<file path="src/rtl/counter_sequencer.sv">
// Period timer: clears an external counter, then runs it for N periods of P cycles, ticking at each period end.
// Accept at edge k -> CLEAR k+1, RUN k+2; cmd_ready only in IDLE, so commands wait out CLEAR/RUN/DONE.
module counter_sequencer #(
  parameter int WIDTH = 8,
  parameter int RPT_W = 4
) (
  input  logic             i_clk,
  input  logic             i_reset,
  input  logic             i_cmd_valid,
  output logic             o_cmd_ready,
  input  logic [WIDTH-1:0] i_cmd_period,
  input  logic [RPT_W-1:0] i_cmd_repeat,
  input  logic             i_stop,
  input  logic [WIDTH-1:0] i_cnt_val,
  output logic             o_cnt_en,
  output logic             o_cnt_clr,
  output logic             o_tick,
  output logic             o_done,
  output logic             o_aborted,
  output logic             o_busy,
  output logic [RPT_W-1:0] o_tick_count
);

  localparam logic [1:0] S_IDLE  = 2'd0;
  localparam logic [1:0] S_CLEAR = 2'd1;
  localparam logic [1:0] S_RUN   = 2'd2;
  localparam logic [1:0] S_DONE  = 2'd3;

  logic [1:0]       r_state;
  logic [WIDTH-1:0] r_pm1;
  logic [RPT_W-1:0] r_rpt;
  logic [RPT_W-1:0] r_tick_count;
  logic             r_aborted;

  logic             w_idle;
  logic             w_accept;
  logic [WIDTH-1:0] w_cmd_pm1;
  logic [RPT_W-1:0] w_tc_inc;
  logic             w_hit;
  logic             w_final;

  // Storing P-1 lets P=0 wrap to all-ones, giving a full 2^WIDTH-cycle period.
  assign w_cmd_pm1 = i_cmd_period - WIDTH'(1);
  assign w_tc_inc  = r_tick_count + RPT_W'(1);

  assign w_idle   = (r_state == S_IDLE);
  assign w_accept = i_cmd_valid && o_cmd_ready;
  assign w_hit    = (r_state == S_RUN) && (i_cnt_val == r_pm1);
  assign w_final  = w_hit && (r_rpt != '0) && (w_tc_inc == r_rpt);

  assign o_cmd_ready  = w_idle && !i_reset;
  assign o_cnt_en     = (r_state == S_RUN);
  assign o_cnt_clr    = (r_state == S_CLEAR) || w_hit;
  assign o_tick       = w_hit;
  assign o_done       = (r_state == S_DONE);
  assign o_aborted    = (r_state == S_DONE) && r_aborted;
  assign o_busy       = !w_idle;
  assign o_tick_count = r_tick_count;

  always_ff @(posedge i_clk or posedge i_reset) begin
    if (i_reset) begin
      r_state      <= S_IDLE;
      r_pm1        <= '0;
      r_rpt        <= '0;
      r_tick_count <= '0;
      r_aborted    <= 1'b0;
    end else begin
      case (r_state)
        S_IDLE: begin
          if (w_accept) begin
            r_pm1        <= w_cmd_pm1;
            r_rpt        <= i_cmd_repeat;
            r_tick_count <= '0;
            r_aborted    <= 1'b0;
            r_state      <= S_CLEAR;
          end
        end
        S_CLEAR: begin
          if (i_stop) begin
            r_aborted <= 1'b1;
            r_state   <= S_DONE;
          end else begin
            r_state <= S_RUN;
          end
        end
        S_RUN: begin
          if (w_hit) begin
            r_tick_count <= w_tc_inc;
          end
          // A stop landing on the final tick still counts as a normal completion.
          if (w_final) begin
            r_aborted <= 1'b0;
            r_state   <= S_DONE;
          end else if (i_stop) begin
            r_aborted <= 1'b1;
            r_state   <= S_DONE;
          end
        end
        S_DONE: begin
          r_state <= S_IDLE;
        end
        default: begin
          r_state <= S_IDLE;
        end
      endcase
    end
  end

endmodule

</file>
<file path="config.mk">
export PLATFORM = sky130hd
export DESIGN_NAME = counter_sequencer
export DESIGN_NICKNAME = d
export VERILOG_FILES = /design/src/rtl/counter_sequencer.sv
export SDC_FILE = /design/constraint.sdc
export NUM_CORES = 1
export LEC_CHECK = 0
export ABC_CLOCK_PERIOD_IN_PS = 2700
export CORE_MARGIN = 5
export CORE_UTILIZATION = 45
export CTS_BUF_LIST = sky130_fd_sc_hd__clkbuf_8
export CTS_CLUSTER_DIAMETER = 200
export DETAILED_ROUTE_END_ITERATION = 16
export PLACE_DENSITY = 0.76
export SLEW_MARGIN = 40
export SYNTH_ARGS = -nofsm -noshare
export SYNTH_HDL_FRONTEND = slang
export SYNTH_SLANG_ARGS = --single-unit
</file>
<file path="constraint.sdc">
create_clock -name i_clk -period 2.7 [get_ports i_clk]
set_clock_uncertainty 0.1 [all_clocks]
set_input_delay 0.675 -clock i_clk [delete_from_list [all_inputs] [get_ports i_clk]]
set_output_delay 0.675 -clock i_clk [all_outputs]
set_load 0.01 [all_outputs]
</file>
==> out/metrics.cfg <==
[floorplan]
die_x_um=62.3
pin_count=35
rows=19
initial_utilization_pct=45.8
fp.coreArea_sq_mm=0.00269
die_h_um=62.3
die-area_sq_mm=0.00388

[timing]
hold_viol_final=0
finalCriticalPeriod_ns=2.61
hold-worst-slack_ns=0.453
worst_slew_pin_slew_ns=0.328
finalCritPeriodShare_pct=96.7
slew_headroom_pct=77.9
slew_viol_final=0
rsz0062_at_grt=no
setup_violations=0
fmax_ghz=0.383

[layout]
final_cell_area_sq_mm=0.00185
drive_above_1_share_pct=25.9
fin_nets=217
area_growth_pct=50.6
n_antenna_cell=0

[synth]
yosys.area.top_type=dfrtp_1
synth-seq-cells=19
syn_avg_cell_area_sq_um=9.54
synthCells=129
synthTopCellsByArea=dfrtp_1, xnor2_1, ha_1, nand2_1, o21ai_0
synth.distinct_cells=36
syn_nets=160
synth.cell_area_sq_mm=0.00123
yosysWarnings=0
synth_top_area_share_pct=38.6
synth-seq-area-share_pct=38.6

[grt]
grt_pass1_vias=1224
antenna_found_initial=0
overflow=0
grt_pass1_wl_um=5140
grt_max_degree=23
track_usage_pct=16.2

[critical_path]
cp_max_fo=4
rr_startpoint=r_pm1[0]
startpoint=i_cnt_val[0]
required_ns=1.92
end_kind=output port
worstSetupStartpointType=primary input
r2r_end=r_state[1]
criticalPathCategory=in -> out
critPathCapture=o_tick
r2r_cells=11
reg2reg_slack_ns=0.36
cp.arrival_ns=1.84

[drt]
wl_per_cell_um=14.2
vias=1159
ant_nets=0
viasPerCell=5.37
firstDrtPassIters=4
wirelength_um=3060
drc_errors=0
dr.first_iter.drc_count=24

[placed_design]
place_area_sq_mm=0.00167
port_buffers=34
place_congestion=0.805
dp_hpwl_um=2220

[min_path]
hold_class=reg -> reg

[clocking]
cts.clk_slew.worst_paths_ns=0.07
cts.path.max_buffers=2
cts_tree=yes
cts_max_level=1
clkSinkCount=19
clk_latency_ns=0.26
ctsHoldBuffers=0
numCtsBuffers=3
cts_root_buf=clkbuf_8

[power_and_ir_drop]
p_per_area_mw_per_mm2=876
power_leakage_nw=0.823
max-vdd-ir-drop_v=0.000685

[run_status]
status=completed

[run]
maxCapViolCount=0

==> worst min path at each step <==
stage | startpoint | end | slack (ns) | depth (start not counted)
final | r_pm1[3] | r_pm1[3] | 0.45 | 2
after detailed placement | r_pm1[0] | r_pm1[0] | 0.39 | 2
after global routing | r_rpt[3] | r_rpt[3] | 0.49 | 1
after CTS | r_pm1[0] | r_pm1[0] | 0.41 | 2
after global placement | r_pm1[0] | r_pm1[0] | 0.39 | 2
after floorplan | r_pm1[0] | r_pm1[0] | 0.37 | 2
==> layer usage <==
| layer | vias to the layer above | share of wire (%) | GRT usage (%) |
|---|---|---|---|
| met5 | - | 0 | 0 |
| met4 | 0 | 2.7 | 7.96 |
| met3 | 11 | 5.3 | 3.96 |
| met2 | 36 | 51 | 27.8 |
| met1 | 540 | 41 | 18.4 |
| li1 | 572 | - | - |
==> cell usage in the layout, fill, tap and decap left out, types with 3 or more instances in the layout <==
cell / instances
buf_4: 20
clkdlybuf4s50_1: 24
clkbuf_8: 3
dfrtp_1: 19
inv_1: 7
nand2_1: 12
nor3_1: 4
nor2_1: 3
a21oi_1: 3
xnor2_2: 8
o21ai_0: 9
ha_1: 6
nand3_1: 5
xnor2_1: 7
dlygate4sd2_1: 7
xor2_1: 5
nand4_1: 4
mux2_2: 4
==> cells by family after synthesis <==
group | synth area share, %
and+or+nand+nor | 18.5
AOI/OAI and AO/OA | 13.1
xor gates and xnor gates | 14.2
DFF | 38.6
buffers and inverters | 3.05
adders and majority gates | 7.11
muxes | 5.39
==> state kept, by name, summed over array words and instances (netlist names) <==
| name | flops |
|---|---|
| r_state | 2 |
| o_tick_count | 4 |
| r_pm1 | 8 |
| r_aborted | 1 |
| r_rpt | 4 |
==> stage by stage <==
step | utilization, % | std cells | setup slack [ns] | power, W | TNS (ns)
2_1_floorplan | - | 129 | 0.371 | 0.000945 | 0
4_1_cts | 68.7 | 215 | 0.0663 | 0.00157 | 0
5_1_grt | 69.0 | 216 | 0.000709 | 0.00175 | 0
3_3_place_gp | 62.2 | 201 | -0.454 | 0.00120 | -0.889
3_5_place_dp | 62.2 | 201 | -0.507 | 0.00123 | -0.988
6_report | 69.0 | 216 | 0.0883 | 0.00162 | 0
==> power breakdown <==
group	switching, W	total (W)	internal (W)
sequential	0.000114	0.000508	0.000394
clock	0.000101	0.000204	0.000103
combinational	0.000393	0.000911	0.000518
total	0.000609	0.00162	0.00102
==> Yosys cell counts <==
master and n:
nand3_1 6, a21oi_1 3, nand3b_1 2, a211oi_1 2, dfrtp_1 19, and2_1 1
a221oi_1 1, o211ai_1 1, o21ai_0 9, nor3_2 2, and3_1 1, mux2_2 4
nand4_1 4, nor4_1 2, nor3_1 4, ha_1 7, or3_1 1, o41a_1 1
xor2_1 5, inv_1 8, o221ai_1 1, o211a_1 1, or2_2 2, clkbuf_1 2
nor3b_1 1, mux2_1 1, nor2_1 3, o32a_1 1, o21a_1 1, o2bb2ai_1 1
xnor2_1 15, nand2b_1 1, o21ai_1 1, nand2_1 13, o21ai_2 1, mux2i_1 1
==> worst max-delay path, stage by stage <==
cell and delay, ns:
dlygate4sd2_1 0.27, xnor2_2 0.18, nand4_1 0.18, nor3_2 0.26, buf_4 0.18, buf_6 0.10
==> final cells by class <==
class / instances / area (sq um)
multi-input cells: 100 / 791
inverters: 8 / 30.0
flip-flops and latches: 19 / 475
clock inverters: 1 / 5.00
clock buffers: 3 / 41.3
repair buffers: 54 / 473
well taps: 31 / 38.8
fillers: 203 / 832
==> timing repair <==
item                                    CTS  global route
pin swaps                                 6             5
buffers inserted                         10             2
gates resized for setup                  25             7
endpoints found under the setup margin    2             3
gates cloned                              0             0
endpoints found under the hold margin     0             0
Power figures use the tool's default switching activity.
